===== config.mk =====
export PLATFORM = sky130hd
export DESIGN_NAME = arb_input_queue
export DESIGN_NICKNAME = d
export VERILOG_FILES = /design/src/rtl/arb_input_queue.sv
export SDC_FILE = /design/constraint.sdc
export NUM_CORES = 1
export LEC_CHECK = 0
export CAP_MARGIN = 20
export CORE_MARGIN = 1
export CORE_UTILIZATION = 45
export CTS_CLUSTER_SIZE = 28
export DETAILED_ROUTE_END_ITERATION = 10
export GPL_TIMING_DRIVEN = 1
export PLACE_DENSITY = 0.68
export SKIP_CTS_REPAIR_TIMING = 1
export SLEW_MARGIN = 20
export SYNTH_ARGS = -nofsm -noshare
export SYNTH_HDL_FRONTEND = slang
export SYNTH_SLANG_ARGS = --single-unit

===== constraint.sdc =====
create_clock -name clk -period 3.38 [get_ports clk]
set_input_delay 0.845 -clock clk [delete_from_list [all_inputs] [get_ports clk]]
set_output_delay 0.845 -clock clk [all_outputs]
set_load 0.02 [all_outputs]

===== src/rtl/arb_input_queue.sv =====
// -----------------------------------------------------------------------------
// arb_input_queue
//   Five-channel input buffer placed in front of a 5-way round-robin arbiter.
//   Each channel has its own small circular FIFO. A producer writes into it
//   with valid/ready. The arbiter sees the non-empty flags as request[4:0] and
//   the head-of-queue words as data_0..data_4. The arbiter's grant[4:0] is
//   used as a pop strobe, so one word leaves each granted channel per cycle.
//
// Ports
//   clk                  rising-edge clock
//   reset                synchronous, active-high reset
//   in_valid[4:0]        producer c offers in_data_c this cycle
//   in_ready[4:0]        channel c is not full
//   in_data_0..in_data_4 producer words, one per channel
//   grant[4:0]           arbiter grant, expected one-hot or zero
//   request[4:0]         channel c FIFO is non-empty
//   data_0..data_4       head word of each channel (don't-care while empty)
//   err_grant            sticky; set when a grant targets an empty channel or
//                        when grant is not one-hot. Cleared only by reset.
// -----------------------------------------------------------------------------
module arb_input_queue #(
  parameter int DATA_W = 16,
  parameter int DEPTH  = 4,
  parameter int AW     = 2
) (
  input  logic              clk,
  input  logic              reset,
  input  logic [4:0]        in_valid,
  output logic [4:0]        in_ready,
  input  logic [DATA_W-1:0] in_data_0,
  input  logic [DATA_W-1:0] in_data_1,
  input  logic [DATA_W-1:0] in_data_2,
  input  logic [DATA_W-1:0] in_data_3,
  input  logic [DATA_W-1:0] in_data_4,
  input  logic [4:0]        grant,
  output logic [4:0]        request,
  output logic [DATA_W-1:0] data_0,
  output logic [DATA_W-1:0] data_1,
  output logic [DATA_W-1:0] data_2,
  output logic [DATA_W-1:0] data_3,
  output logic [DATA_W-1:0] data_4,
  output logic              err_grant
);

  localparam logic [AW:0] FULL_COUNT = (AW+1)'(DEPTH);

  // Collect the per-channel ports into arrays so that the generate loop can
  // index them.
  logic [DATA_W-1:0] in_data_arr [5];
  logic [DATA_W-1:0] head_arr    [5];

  assign in_data_arr[0] = in_data_0;
  assign in_data_arr[1] = in_data_1;
  assign in_data_arr[2] = in_data_2;
  assign in_data_arr[3] = in_data_3;
  assign in_data_arr[4] = in_data_4;

  assign data_0 = head_arr[0];
  assign data_1 = head_arr[1];
  assign data_2 = head_arr[2];
  assign data_3 = head_arr[3];
  assign data_4 = head_arr[4];

  genvar gi;
  generate
    for (gi = 0; gi < 5; gi++) begin : g_chan
      logic [DATA_W-1:0] mem_q [DEPTH];
      logic [AW-1:0]     wr_ptr_q, wr_ptr_d;
      logic [AW-1:0]     rd_ptr_q, rd_ptr_d;
      logic [AW:0]       count_q, count_d;
      logic              push, pop;

      assign in_ready[gi] = (count_q != FULL_COUNT);
      assign request[gi]  = (count_q != '0);
      assign head_arr[gi] = mem_q[rd_ptr_q];

      // Push is gated by this cycle's in_ready. A pop does not free a slot
      // early, so a full channel refuses a push even while it is being popped.
      always_comb begin
        push     = in_valid[gi] & in_ready[gi];
        pop      = grant[gi] & request[gi];
        wr_ptr_d = wr_ptr_q;
        rd_ptr_d = rd_ptr_q;
        count_d  = count_q;
        if (push) wr_ptr_d = wr_ptr_q + 1'b1;
        if (pop)  rd_ptr_d = rd_ptr_q + 1'b1;
        case ({push, pop})
          2'b10:   count_d = count_q + 1'b1;
          2'b01:   count_d = count_q - 1'b1;
          default: count_d = count_q;
        endcase
      end

      always_ff @(posedge clk) begin
        if (reset) begin
          wr_ptr_q <= '0;
          rd_ptr_q <= '0;
          count_q  <= '0;
        end else begin
          wr_ptr_q <= wr_ptr_d;
          rd_ptr_q <= rd_ptr_d;
          count_q  <= count_d;
        end
      end

      // Storage is left uncleared on reset. A write that happens during reset
      // is harmless because the pointers return to zero anyway.
      always_ff @(posedge clk) begin
        if (push) mem_q[wr_ptr_q] <= in_data_arr[gi];
      end
    end
  endgenerate

  // Sticky grant-protocol error.
  logic err_q, err_d;
  logic bad_target, multi_grant;

  always_comb begin
    bad_target  = |(grant & ~request);
    multi_grant = (grant & (grant - 5'd1)) != 5'd0;
    err_d       = err_q | bad_target | multi_grant;
  end

  always_ff @(posedge clk) begin
    if (reset) err_q <= 1'b0;
    else       err_q <= err_d;
  end

  assign err_grant = err_q;

endmodule


==> summary by stage, run 1 <==
Run status
The run finished with clean final reports.

Global routing
The number of antenna violations at the first check in global routing came to 0. The largest net degree at the start of global routing is 42. The number of global-route vias before repair is 7,128. The overall routing resource usage is 0.1636. The total overflow left after global routing is 0. The first global-routing pass estimated 39.19 mm of wire.

CTS
The clock sink total is 366. After clock tree synthesis, the clock-pin slew on the worst setup and hold paths is 60 ps. No sink is reached through more buffers than the 3 on the longest clock path. The source-to-sink clock delay at the later pin of the worst-skew pair is 510 ps.

The number of buffers created by CTS is 39. TritonCTS built the clock tree. The buffer cell driving the clock tree root is sky130_fd_sc_hd__clkbuf_16. The total number of H-tree levels is 2.

Placed design
Detailed placement finished with a half-perimeter wire length of 16.33 mm. At the end of routability-driven placement, the weighted congestion stood at 0.7031. The placed instances occupy a cell area of 16,310 sq um. Buffers placed on the I/O ports in this run total 182.

Hold path
The startpoint identified for the worst hold timing path is g_chan[4].wr_ptr_q[1]$_SDFFE_PP0P_. For hold timing, the worst endpoint is g_chan[4].wr_ptr_q[1]$_SDFFE_PP0P_. The cell depth of the worst min-delay path is 2. The path class of the lowest-slack min-delay path is flop to flop.

STA
Timing would allow up to 319.9 MHz. The post-route fraction of the period consumed by the critical path is 0.9249. The clock period minus worst slack is 3126 ps.

The worst relative slew slack is 0.4702. For the pin with the worst max-slew slack, the measured transition is 794.7 ps. The number of max-slew violations in the final report is 0. On the final layout, the worst hold slack is 501.0 ps.

The post-route clock skew is 7.092 ps. The number of failing setup endpoints in the final timing report is 0. Setup repair after global routing left no endpoint under its margin. The total negative setup slack is 0 ps. The hold violation total from the final report is 0.

Finish
The area growth from synthesis to layout is 25.76%. The number of nets at the end of the flow is 1,028. Leaving out fill and tap cells, the most frequent cells in the layout are sky130_fd_sc_hd__edfxtp_1, sky130_fd_sc_hd__clkdlybuf4s50_1, sky130_fd_sc_hd__mux4_2. The share of final-layout standard cells stronger than drive strength 1 is 0.1991. The utilization after layout is 0.5735. The leading cell type in the layout, fill and taps excluded is sky130_fd_sc_hd__edfxtp_1.

The final instance area is 17,500 sq um.

Yosys
The count of synthesis-stage warnings from yosys is 0. In the synthesized netlist, the number of instances is 680. The post-synthesis area per instance is 20.46 sq um. Of the post-synthesis cell area, the part taken by muxes is 0.1302.

Of the total synthesized cell area, the portion taken by AND, OR, NAND and NOR gates is 0.03885. The share of the synthesized area in compound gates (AO/OA/AOI/OAI) is 0.01142. The post-synthesis cell area is 13,910 sq um. The flip-flop and latch count after synthesis is 366.

The count of flip-flops with a built-in enable after synthesis is 320. The main combinational cell family by area after synthesis is multiplexers. The fraction of synthesized cell area in xor and xnor cells is 0.01574.

Of the total synthesized cell area, the portion taken by full adders, half adders and majority gates is 0.02968. The net count of the mapped netlist is 802. The sequential-to-total area share from yosys stat is 0.7568. The share of flip-flops with an asynchronous set or reset after synthesis is 0. Synthesis instantiated 35 different standard cells from the library.

The most frequently used flop master after synthesis is sky130_fd_sc_hd__edfxtp_1.

Die
The die span in x is 177.8 um. The height of the die is 177.8 um. In this run the core area contains 64 standard-cell rows. For this design the top-level I/O count stands at 183.

For this configuration, the core starts out at a cell density of 0.4560. In this run the standard cell core region covers 30,510 sq um. The die covers 31,630 sq um.

Detailed routing
The routed wire length is 25.13 mm. For this block, the initial DRC count from the detailed router was 380. The post-route DRC violation count is 0. Using the TritonRoute via totals, the vias-per-cell ratio works out to 5.121.

Dividing the detail-routed wire length by the instance count gives 18.88 um. Once detail routing completed, the nets flagged for antenna violations numbered 0. The final route contains 6,816 vias. The detailed-routing iteration count for the pre-antenna-repair pass is 6.

Power
The power density normalized to cell area is 784.6 nW/um^2. The static leakage is 5.840 nW. The worst IR drop on VDD is 511.8 uV. The design draws 13.73 mW.

Worst setup path
Measured in cells, the most critical reg-to-reg path has a length of 9. STA classifies the critical path startpoint as a flop. The internal reg-to-reg setup slack is 920 ps. The startpoint-to-endpoint class of the critical path is flop to primary output.

At the worst endpoint, the required time is 2530 ps. The endpoint of the worst-slack reg-to-reg timing path is g_chan[1].count_q[2]$_SDFFE_PP0P_. In this run the critical register-to-register path is launched from g_chan[1].count_q[2]$_SDFFE_PP0P_.

Data on the critical path arrives at its endpoint at 2280 ps. The kind of capture point of the worst setup path is a primary output. The biggest fanout along the worst timing path is 16.

Job
The total of max-cap violations is 0.
-- final cells by class --
| class | count | area, sq um |
|---|---|---|
| Multi-Input combinational cell | 261 | 3143 |
| Inverter | 28 | 115.1 |
| Fill cell | 2269 | 13010 |
| Clock buffer | 56 | 1114 |
| Antenna cell | 1 | 2.502 |
| Tap cell | 396 | 495.5 |
| Clock inverter | 13 | 70.07 |
| Timing Repair Buffer | 210 | 2027 |
| Sequential cell | 366 | 10530 |
-- power by group --
part | internal (mW) | switching (mW) | leakage [nW]
clock | 2.29 | 1.60 | 0.571
sequential | 5.50 | 0.212 | 3.31
combinational | 2.05 | 2.07 | 1.95
total | 9.85 | 3.88 | 5.84
-- cell families (layout without fill, tap and decap cells) --
logic type | after synthesis | in the layout
AOI/OAI and AO/OA | 27 | 27
xor gates and xnor gates | 25 | 25
adders and majority gates | 30 | 30
buffers and inverters | 53 | 307
DFF | 366 | 366
muxes | 81 | 81
other | 0 | 1
and+or+nand+nor | 98 | 98
-- routing by layer --
| layer | vias up | GRT usage | share of wire |
|---|---|---|---|
| met4 | 0 | 0.05342 | 0.023 |
| met1 | 3461 | 0.2168 | 0.43 |
| met5 | - | 0 | 0 |
| li1 | 3142 | - | - |
| met3 | 42 | 0.04135 | 0.068 |
| met2 | 171 | 0.2648 | 0.48 |
-- how the worst max path moves through the flow --
| stage | start | to | slack, ps | cells after the start |
|---|---|---|---|---|
| after detailed placement | in_valid[1] | g_chan[1].count_q[2]$_SDFFE_PP0P_ | 430 | 9 |
| after floorplan | in_valid[1] | g_chan[1].count_q[2]$_SDFFE_PP0P_ | 1040 | 8 |
| after global placement | grant[3] | g_chan[3].count_q[2]$_SDFFE_PP0P_ | 510 | 8 |
| after global routing | flop | data_2[2] | 120 | 3 |
| after CTS | flop | data_2[0] | 190 | 3 |
| final | flop | data_3[4] | 250 | 3 |
-- cell usage after synthesis, drive strengths merged, types with 5 or more instances --
| cell type | number | area (sq um) |
|---|---|---|
| buf | 15 | 87.59 |
| edfxtp | 320 | 9609 |
| dfxtp | 46 | 920.9 |
| xor2 | 14 | 122.6 |
| clkbuf | 10 | 37.54 |
| o21ai | 7 | 35.03 |
| clkinv | 5 | 28.78 |
| mux4 | 80 | 1802 |
| a21oi | 15 | 82.58 |
| nand2 | 14 | 55.06 |
| and2 | 8 | 62.56 |
| nor2 | 37 | 138.9 |
| fa | 5 | 100.1 |
| and3 | 20 | 130.1 |
| or3b | 5 | 56.30 |
| inv | 23 | 86.33 |
| ha | 25 | 312.8 |
| or3 | 9 | 72.57 |
| xnor2 | 11 | 96.34 |
-- stage by stage --
step | setup WS (ps) | instances
after floorplan | 1037 | 680
after global placement | 509.4 | 1261
after detailed placement | 431.4 | 1261
after CTS | 189.8 | 1330
after global routing | 116.9 | 1330
final | 253.9 | 1331
-- critical path: stages (launching register included) --
cell and delay (ps):
sky130_fd_sc_hd__dfxtp_1 300, sky130_fd_sc_hd__buf_4 310, sky130_fd_sc_hd__mux4_2 570, sky130_fd_sc_hd__clkdlybuf4s50_1 570
-- registers in the layout, summed over array words and instances (netlist names), named ones only --
signal	flops
g_chan.wr_ptr_q	10
g_chan.mem_q	320
err_grant	1
g_chan.count_q	15
g_chan.rd_ptr_q	10
No activity file was read; power rests on OpenSTA's default activity.
==> run 2, diff against run 1 <==
Settings changed: CORE_ASPECT_RATIO from default to 0.9.
==> run 2 against run 1 <==
Flip-flop and latch count stayed put. Clock skew is 5.8 ps higher. Combinational power hardly changed. Total power is 1.6% higher. Clock power is 6.2% higher. Die area hardly changed. Sequential power hardly changed. Largest cell class unchanged. Sequential share of layout area is 0.23 points lower. Hold slack worse by 1.7 ps. Register-to-register slack better by 50 ps. Core utilization is 0.85 points higher.
==> summary by stage, run 2 (synthesized netlist as in run 1, its figures left out) <==
Run status
The flow ran to the end, and the final reports show no timing, DRC or antenna violations.

Placed design
The detailed placer's ending HPWL is 16.14 mm. The minimum setup slack after placement is 259.6 ps. The quantity of I/O buffers inserted on ports is 182.

The final weighted congestion of routability-driven global placement is 0.7036.

Finish
The leading cell type in the layout, fill and taps excluded is sky130_fd_sc_hd__edfxtp_1. The flip-flop count of the largest register after layout is 320. The number of nets at the end of the flow is 1,025.

The largest registers in the layout are g_chan.mem_q x320, g_chan.count_q x15. g_chan.mem_q holds more flip-flops than any other register. The area added between synthesis and finish is 26.23%.

In the final layout, the share of cells above drive strength 1 is 0.1994. Leaving out fill and tap cells, the most frequent cells in the layout are sky130_fd_sc_hd__edfxtp_1, sky130_fd_sc_hd__clkdlybuf4s50_1, sky130_fd_sc_hd__mux4_2.

STA
In the finished design, the share of the clock period the worst path needs comes to 0.9261. The hold violation total from the final report came to 0. The clock period minus worst slack is 3130 ps. The maximum clock frequency is 319.5 MHz. Between clock sinks in the finished design, the worst skew comes to 12.93 ps. The minimum setup slack in the final design is 249.9 ps. The number of max-slew violations in the final report was 0. At the pin with the least slew margin, the transition time is 812.5 ps.

The worst relative slew slack is 0.4584. Setup repair after global routing left no endpoint under its margin. Summed over all failing endpoints, the final setup total negative slack is 0 ps. The number of failing setup endpoints in the final timing report is 0.

Die
The number of top-level pins is 183. The die footprint is 31,630 sq um. The standard-cell row count is 60. The die is 168.8 um tall.

The placeable core region is 30,180 sq um. The die span in x is 187.4 um. For this configuration, the core starts out at a cell density of 0.4610.

Worst setup path
The critical path arrival is 2290 ps. The setup check on the worst reg-to-reg path leaves a slack of 970 ps. STA classifies the critical path startpoint as a flop.

The kind of capture point of the worst setup path is a primary output. The required time at the worst-slack endpoint is 2530 ps. In this run the worst path has a maximum fanout of 16. The setup path with the least slack is of type flop to primary output.

Power
Dividing total power by cell area gives a power density of 794.0 nW/um^2. The static leakage is 5.869 nW. VDD sags by at most 419.7 uV.

Global routing
The number of antenna violations at the first check in global routing came to 1. Global routing finished with a remaining overflow of 0. The first global-routing pass estimated 39.48 mm of wire.

The number of global-route vias before repair came to 7,045. For this run, the total global-route usage over all layers was measured as 0.1620. The largest net degree at the start of global routing is 42.

CTS
The source-to-sink clock delay at the later pin of the worst-skew pair is 510 ps. TritonCTS created 38 clock buffers. The clock transition time at the flip-flop clock pins of the worst setup and hold paths is 60 ps. The tree is rooted in a sky130_fd_sc_hd__clkbuf_16. The H-tree was split into 2 levels. The maximum buffer depth of the clock tree is 3.

For this design, the sink count on the clock tree is 366. TritonCTS built the clock tree.

Job
Across the run, the number of max-cap violations was 0.

Detailed routing
The violation count after the first detailed-routing iteration is 360. The remaining number of nets flagged by the antenna check after routing is 0. Summing over every cut layer, the via total after detailed routing is 6,740. The post-detailed-route via-to-cell ratio is 5.041. The detailed-routing iteration count for the pre-antenna-repair pass is 4. After detailed routing, the average wire length per cell comes to 18.68 um.

The routed wire length is 24.98 mm. The post-route DRC violation count is 0.

Hold path
The path class of the tightest hold or removal check is flop to flop.
-- run 2: path summary, 6_finish.rpt --
check | startpoint | end | cells after the start
max | flop | data_1[10] | 3
min | g_chan[0].wr_ptr_q[1]$_SDFFE_PP0P_ | g_chan[0].wr_ptr_q[1]$_SDFFE_PP0P_ | 2
max reg2reg | g_chan[1].count_q[2]$_SDFFE_PP0P_ | g_chan[1].count_q[2]$_SDFFE_PP0P_ | 9
min reg2reg | g_chan[0].wr_ptr_q[1]$_SDFFE_PP0P_ | g_chan[0].wr_ptr_q[1]$_SDFFE_PP0P_ | 2
-- run 2: where the power goes --
| group | internal (mW) | total, mW | leakage (nW) | switching (mW) |
|---|---|---|---|---|
| Sequential | 5.50 | 5.71 | 3.31 | 0.208 |
| Combinational | 2.05 | 4.11 | 1.95 | 2.06 |
| Clock | 2.52 | 4.13 | 0.610 | 1.61 |
-- run 2: area by class of cell --
| class | instances | area, sq um |
|---|---|---|
| Timing Repair Buffer | 208 | 2012 |
| Clock inverter | 20 | 196.4 |
| Tap cell | 403 | 504.2 |
| Clock buffer | 50 | 1060 |
| Antenna cell | 1 | 2.502 |
| Sequential cell | 366 | 10530 |
| Multi-Input combinational cell | 261 | 3143 |
| Fill cell | 2255 | 12620 |
| Inverter | 28 | 115.1 |
-- run 2: per-layer routing --
| metal | track usage | wire length, um | vias to the layer above |
|---|---|---|---|
| li1 | - | - | 3142 |
| met1 | 0.2225 | 11060 | 3421 |
| met2 | 0.2597 | 12250 | 146 |
| met3 | 0.03463 | 1245 | 31 |
| met4 | 0.05310 | 420 | 0 |
| met5 | 0 | 0 | - |
-- run 2: critical path: stages, from the launching register on --
cell and delay, ps:
sky130_fd_sc_hd__dfxtp_1 310, sky130_fd_sc_hd__buf_4 310, sky130_fd_sc_hd__mux4_2 580, sky130_fd_sc_hd__clkdlybuf4s50_1 580
-- run 2: through the flow --
stage | cell area (sq um) | power (mW) | instances | utilization | hold WS, ps
after global routing | 17560 | 14.61 | 1337 | 0.5820 | 517.7
after floorplan | 13910 | 8.340 | 680 | - | 466.3
after CTS | 17560 | 14.16 | 1336 | 0.5819 | 507.9
final | 17560 | 13.95 | 1337 | 0.5820 | 499.3
after detailed placement | 16300 | 9.983 | 1266 | 0.5403 | 499.4
after global placement | 16300 | 9.946 | 1266 | 0.5403 | 488.3
